===== src/rtl/stream_pkg.sv =====
// Shared types for the stream accumulator: FSM state encoding and beat-count width.
package stream_pkg;
    typedef enum logic [1:0] {
        IDLE  = 2'd0,
        ACCUM = 2'd1,
        DONE  = 2'd2
    } state_t;

    localparam int CNT_W = 8;
endpackage


===== src/rtl/accum_add.sv =====
// Combinational group adder; saturates to all-ones when STREAM_ACCUM_SAT_EN is defined,
// otherwise wraps modulo 2^WIDTH and reports no saturation.
module accum_add #(
    parameter int WIDTH = 32
) (
    input  logic [WIDTH-1:0] a,
    input  logic [WIDTH-1:0] b,
    input  logic             sat_in,
    output logic [WIDTH-1:0] sum,
    output logic             sat_out
);
`ifdef STREAM_ACCUM_SAT_EN
    logic [WIDTH:0] w_full;

    always_comb begin
        w_full  = {1'b0, a} + {1'b0, b};
        sum     = w_full[WIDTH-1:0];
        sat_out = sat_in;
        if (w_full[WIDTH]) begin
            sum     = '1;
            sat_out = 1'b1;
        end
    end
`else
    always_comb begin
        sum     = a + b;
        sat_out = sat_in & 1'b0;
    end
`endif
endmodule


===== src/rtl/stream_accum.sv =====
// Groups up to BEATS input beats into one summed result with a one-cycle result latency.
// Optional saturation of the sum is enabled by defining STREAM_ACCUM_SAT_EN.
//
// state | meaning
// IDLE  | no partial group
// ACCUM | partial group held
// DONE  | result held on outputs until taken
module stream_accum
    import stream_pkg::*;
#(
    parameter int WIDTH = 32,
    parameter int BEATS = 4
) (
    input  logic             clk,
    input  logic             rst,
    input  logic             in_valid,
    input  logic [WIDTH-1:0] in_data,
    input  logic             in_last,
    output logic             in_ready,
    output logic             out_valid,
    output logic [WIDTH-1:0] out_data,
    output logic [CNT_W-1:0] out_count,
    input  logic             out_ready,
    output logic             out_sat
);
    localparam logic [CNT_W-1:0] BEATS_C = CNT_W'(BEATS);

    state_t           r_state;
    state_t           w_state_nxt;
    logic [WIDTH-1:0] r_sum;
    logic [CNT_W-1:0] r_count;
    logic             r_sat;

    logic             w_in_fire;
    logic             w_start;
    logic             w_close;
    logic [WIDTH-1:0] w_base;
    logic [WIDTH-1:0] w_sum;
    logic             w_sat;
    logic [CNT_W-1:0] w_count_nxt;

    assign in_ready  = (r_state != DONE) || out_ready;
    assign w_in_fire = in_valid && in_ready;

    // A beat outside ACCUM always opens a fresh group; in DONE it can only be
    // accepted when the held result is taken on the same edge.
    assign w_start     = (r_state != ACCUM);
    assign w_base      = w_start ? '0 : r_sum;
    assign w_count_nxt = w_start ? CNT_W'(1) : r_count + CNT_W'(1);
    assign w_close     = in_last || (w_count_nxt == BEATS_C);

    accum_add #(.WIDTH(WIDTH)) u_add (
        .a       (w_base),
        .b       (in_data),
        .sat_in  (w_start ? 1'b0 : r_sat),
        .sum     (w_sum),
        .sat_out (w_sat)
    );

    always_comb begin
        w_state_nxt = r_state;
        case (r_state)
            IDLE, ACCUM: begin
                if (w_in_fire) w_state_nxt = w_close ? DONE : ACCUM;
            end
            DONE: begin
                if (w_in_fire)      w_state_nxt = w_close ? DONE : ACCUM;
                else if (out_ready) w_state_nxt = IDLE;
            end
            default: w_state_nxt = IDLE;
        endcase
    end

    always_ff @(posedge clk) begin
        if (rst) begin
            r_state <= IDLE;
            r_sum   <= '0;
            r_count <= '0;
            r_sat   <= 1'b0;
        end else begin
            r_state <= w_state_nxt;
            if (w_in_fire) begin
                r_sum   <= w_sum;
                r_count <= w_count_nxt;
                r_sat   <= w_sat;
            end
        end
    end

    assign out_valid = (r_state == DONE);
    assign out_data  = r_sum;
    assign out_count = r_count;
    assign out_sat   = r_sat && (r_state == DONE);
endmodule


===== config.mk =====
export PLATFORM = sky130hd
export DESIGN_NAME = stream_accum
export DESIGN_NICKNAME = d
export VERILOG_FILES = /design/src/rtl/stream_pkg.sv /design/src/rtl/accum_add.sv /design/src/rtl/stream_accum.sv
export SDC_FILE = /design/constraint.sdc
export NUM_CORES = 1
export LEC_CHECK = 0
export ABC_AREA = 1
export BUFFER_PORTS_ARGS = -buffer_cell sky130_fd_sc_hd__buf_2
export CAP_MARGIN = 20
export CORE_ASPECT_RATIO = 0.5
export CORE_UTILIZATION = 55
export DETAILED_ROUTE_END_ITERATION = 7
export PLACE_DENSITY = 0.79
export SETUP_SLACK_MARGIN = 0.05
export SKIP_LAST_GASP = 1
export SLEW_MARGIN = 30
export SYNTH_ARGS = -nofsm -noshare
export SYNTH_HDL_FRONTEND = slang
export SYNTH_SLANG_ARGS = --single-unit
export TNS_END_PERCENT = 10

===== constraint.sdc =====
create_clock -name clk -period 4.5 [get_ports clk]
set_clock_uncertainty 0.05 [all_clocks]
set_input_delay 0.9 -clock clk [delete_from_list [all_inputs] [get_ports clk]]
set_output_delay 0.9 -clock clk [all_outputs]
set_load 0.01 [all_outputs]

==> impl_metrics.ini, run 1 <==
[timing]
clock.fmax_mhz = 352
worst_slew_pin_slew_ns = 0.762
rsz0062_at_grt = false
layout_setup_ws_ns = 1.66
hold_viol = 0
min_period_ns = 2.84
slew_headroom_pct = 49.0
slew_violations = 0
finalCritPeriodShare_pct = 63.2
hold_slack_ns = 0.424
setup_viol_count_final = 0
tns_ns = 0

[worst_hold_path]
hold_class = flop to flop

[detailed_routing]
finalWirelength_mm = 11.9
wl_per_cell_um = 11.9
drt_iter0_drc = 286
vias_per_cell = 4.94
drc_errors = 0
dr_total_vias = 4927
drtAntennaViolNets = 0
dr.pass1.iters = 5

[critical_path]
cp_slowest_stage_delay_ns = 0.56
arrival_ns = 2.98
required_ns = 4.64
crit_path_start_kind = flop
worst-path-max-fanout = 34
crit_family = simple AND/OR/NAND/NOR gates
crit_chain = inv_1, nand2_2, nor2_1, ha_1, fa_1, nand3_1, nand3_1, nand3_1, nand3_2, nand3_1, nand2_1, nand2_1, nand3_1, nand2_1, inv_1
cpMaxStageDelayCell = nand2_2
criticalPathCategory = flop to flop
cp.buffers_inverters = 2
cp_common_cell = nand3_1
endpoint_kind = flop

[logic_synthesis]
synth_area_leaders = nand2_1 21%, dfxtp_1 19%, inv_1 16%
synth.largest_area_cell = nand2_1
syn_area_per_cell_um2 = 5.44
synth_seq_area_share_pct = 18.9
netlist_area_um2 = 4450
synth_nets = 889
synth_top_area_share_pct = 21.2
synth_seq_cells = 42
synth_cell_types = 29
ys_warn_count = 0
synthesis.instances = 819

[run]
drv_cap = 0

[place]
post-place-cells = 990
dp_hpwl_mm = 9.26
preCtsSetupSlack_ns = 1.72
port_buffers = 78
gp_congestion = 1.00

[finish]
areaGrowthSynthToFinish_pct = 13.5
final_cell_mix = 252 x nand2_1, 193 x inv_1, 78 x buf_2
drive_above_1_share_pct = 12.7
diodes = 0
finalNetCount = 959
finalNonFillerCells = 998
fillers = 752
final_common_cell = nand2_1

[outcome]
status = complete, no violations

[power]
leakage_nw = 3.16
powerDensity_nw_per_um2 = 217
p_total_mw = 1.10
peakVddDrop_mv = 0.138

[floorplan]
start_util_pct = 58.8
io_pins = 80
dieArea_um2 = 8480
coreArea_um2 = 7570
core.rowCount = 22
fp.dieH_um = 65.6
dieWidth_um = 129

[global_routing]
overflow = 0
antenna_found_initial = 0
grt_pass1_vias = 4326
grt_pass1_wl_mm = 20.1
grt_max_degree = 47
grt_use_total_pct = 30.1

[clocking]
cts_buffers = 5
ctsHoldBuffers = 0
cts_setup_buffers = 0
cts_num_sinks = 42
h-tree-depth = 2
clk_latency_ns = 0.29
cts-root-buf = clkbuf_16
postCtsResizedCells = 0
path_clk_slew_ns = 0.07
cts_buffer_depth = 2
cts_tree = yes
==> metal layers <==
| layer | GRT usage, % | up-vias | wire, um |
|---|---|---|---|
| li1 | - | 2622 | - |
| met1 | 43.5 | 2134 | 6100 |
| met2 | 46.2 | 158 | 4800 |
| met3 | 5.21 | 13 | 853 |
| met4 | 6.76 | 0 | 106 |
| met5 | 0 | - | 0 |
==> per-stage QoR <==
stage	utilization (%)	area [um^2]
2_1_floorplan	-	4450
3_3_place_gp	64.8	4910
4_1_cts	66.7	5050
6_report	66.7	5050
5_1_grt	66.7	5050
3_5_place_dp	64.8	4910
==> final timing paths <==
path / from / to / slack [ns] / cells after the start
hold reg to reg: out_data[1] / out_data[1] / 0.42 / 2
hold / removal: out_data[1] / out_data[1] / 0.42 / 2
setup / recovery: r_state[1] / out_data[16] / 1.66 / 15
setup reg to reg: r_state[1] / out_data[16] / 1.66 / 15
==> worst min-delay path, delay by kind of cell (launching register included) <==
kind,cells,cell delay (ns)
compound gates,1,0.05
buf+inv,1,0.06
flops,1,0.31
==> sequential cells by signal, summed over array words and instances (netlist names) <==
name / count
out_count: 8
out_data: 32
r_state: 2
==> cells in the mapped netlist (all sizes together) <==
cell,n
nand3,61
dfxtp,42
nand2,263
o21ai,25
inv,199
conb,1
and3,1
xor2,13
a21o,1
nor2,82
nand4,7
buf,8
a21oi,60
clkbuf,7
and2,4
fa,1
o211ai,2
nor3,8
ha,32
or2,1
o21bai,1
==> cell families after synthesis <==
| logic type | share of synthesized area [%] |
|---|---|
| AOI/OAI and AO/OA | 10.2 |
| xor gates and xnor gates | 2.56 |
| adders and majority gates | 9.44 |
| buffers and inverters | 18.3 |
| DFF | 18.9 |
| other | 0.0842 |
| and+or+nand+nor | 40.5 |
==> report_power, final <==
part | total, mW | switching, mW | internal (mW)
combinational | 0.299 | 0.194 | 0.105
clock | 0.374 | 0.168 | 0.207
sequential | 0.423 | 0.0208 | 0.402
total | 1.10 | 0.382 | 0.714
==> layout make-up <==
cell class,instances,area [um^2],share of cell area [%]
timing repair buffer,78,390,7.73
inverter,199,747,14.8
tap,108,135,2.68
clock inverter,2,13.8,0.272
multi-input combinational,563,2800,55.3
sequential,42,841,16.6
clock buffer,6,129,2.55
Note: power is estimated with default switching activity, not from simulation.
==> inputs of run 2 (changes only) <==
- clock period: 4.5 -> 2.81 ns (I/O delays scaled with it)
==> run 2 against run 1 <==
Cell count up 0.50%. Final area up 1.3%. Global-route usage up 0.30 points. Non-clock buffer count up 5. Count of clock-buffer cells in the layout down 1. Sequential power up 60%. Combinational power up 64%. Via count up 1.3%. Clock power up 62%. Worst setup slack worse by 1.4 ns. Die area unchanged.
==> impl_metrics.ini, run 2 (synthesis results as in run 1) <==
[floorplan]
io_pins = 80
start_util_pct = 58.8
dieArea_um2 = 8480
dieWidth_um = 129
fp.dieH_um = 65.6
coreArea_um2 = 7570
core.rowCount = 22

[detailed_routing]
vias_per_cell = 4.98
wl_per_cell_um = 11.9
dr.pass1.iters = 5
drt_iter0_drc = 405
dr_total_vias = 4993
finalWirelength_mm = 12.0
drc_errors = 0
drtAntennaViolNets = 0

[place]
dp_hpwl_mm = 9.66
gp_congestion = 0.979
port_buffers = 78

[critical_path]
endpoint_kind = flop
crit_chain = inv_1, nand2_4, buf_12, nor2_1, ha_1, nand2_1, inv_1, nand2_1, nor3_1, and2_1, nand2_1, nand3_1, nand3_1, nand2_1, inv_1
cp_common_cell = nand2_1
required_ns = 2.96
cpMaxStageDelayCell = ha_1
rr_startpoint = r_state[1]
cp_slowest_stage_delay_ns = 0.41
crit_path_start_kind = flop
arrival_ns = 2.67
worst-path-max-fanout = 13
crit_start = r_state[1]
criticalPathCategory = flop to flop

[finish]
areaGrowthSynthToFinish_pct = 14.9
finalNetCount = 964
diodes = 0
largest_register_ffs = 32
final_cell_mix = 252 x nand2_1, 193 x inv_1, 78 x buf_2
final_common_cell = nand2_1
drive_above_1_share_pct = 13.4

[timing]
hold_slack_ns = 0.423
hold_viol = 0
setup_viol_count_final = 0
worst_slew_pin_slew_ns = 0.661
rsz0062_at_grt = false
min_period_ns = 2.52
tns_ns = 0
clock.fmax_mhz = 396
finalCritPeriodShare_pct = 89.8
slew_violations = 0
slew_headroom_pct = 55.9

[global_routing]
grt_pass1_wl_mm = 20.1
grt_pass1_vias = 4398
antenna_found_initial = 0
grt_use_total_pct = 30.4
grt_max_degree = 46
overflow = 0

[clocking]
cts_buffer_depth = 2
clk_latency_ns = 0.29
cts_num_sinks = 42
h-tree-depth = 2
cts-root-buf = clkbuf_16
cts_tree = yes
path_clk_slew_ns = 0.07
ctsHoldBuffers = 0
cts_buffers = 5

[power]
peakVddDrop_mv = 0.297
leakage_nw = 3.18
powerDensity_nw_per_um2 = 347

[worst_hold_path]
hold_path_startpoint = out_data[2]
hold_class = flop to flop

[run]
drv_cap = 0

[outcome]
status = complete, no violations
run 2: final timing paths:
check	endpoint	slack, ns	cells after the start
worst max register to register	out_data[26]	0.29	15
worst max-delay path	out_data[26]	0.29	15
worst min-delay path	out_data[2]	0.42	2
worst min register to register	out_data[2]	0.42	2
run 2: per-layer routing:
metal  wire length [um]  global-route usage [%]  vias up
li1                   -                       -     2631
met1               6020                    42.7     2191
met2               4950                    49.4      160
met3                907                    4.89       11
met4                 83                    5.00        0
met5                  0                       0        -
run 2: critical path: cells and delay by family, from the launching register on:
family                     cells  cell delay [ns]
and+or+nand+nor               10             1.27
buffers and inverters          4             0.35
adders and majority gates      1             0.41
DFF                            1             0.33
run 2: layout make-up:
class                           count  area, um^2
Tap cell                          108         135
Multi-Input combinational cell    563        2800
Timing Repair Buffer               83         440
Clock buffer                        5         125
Inverter                          199         747
Sequential cell                    42         841
Clock inverter                      3        23.8
Fill cell                         745        2450
run 2: through the flow:
stage / total power [mW] / util, % / instance area [um^2] / cells / worst slack, ns
detailed placement: 1.17 / 65.5 / 4960 / 995 / 0.174
finish: 1.77 / 67.6 / 5110 / 1003 / 0.286
global route: 1.89 / 67.6 / 5110 / 1003 / 0.0955
floorplan: 1.02 / - / 4450 / 819 / 0.477
global placement: 1.16 / 65.5 / 4960 / 995 / 0.211
CTS: 1.78 / 67.5 / 5110 / 1003 / 0.155
run 2: repair_timing:
| item | in CTS | in global routing |
|---|---|---|
| endpoints found under the hold margin | 0 | 0 |
| setup buffers | 0 | 0 |
| gates resized for setup | 0 | 2 |
| setup endpoints to repair | 0 | 6 |
run 2: power by group:
group / switching, mW / internal [mW] / total [mW] / leakage [nW]
logic: 0.313 / 0.176 / 0.489 / 2.77
clock network: 0.273 / 0.333 / 0.606 / 0.0664
registers: 0.0340 / 0.644 / 0.678 / 0.349
total: 0.620 / 1.15 / 1.77 / 3.18
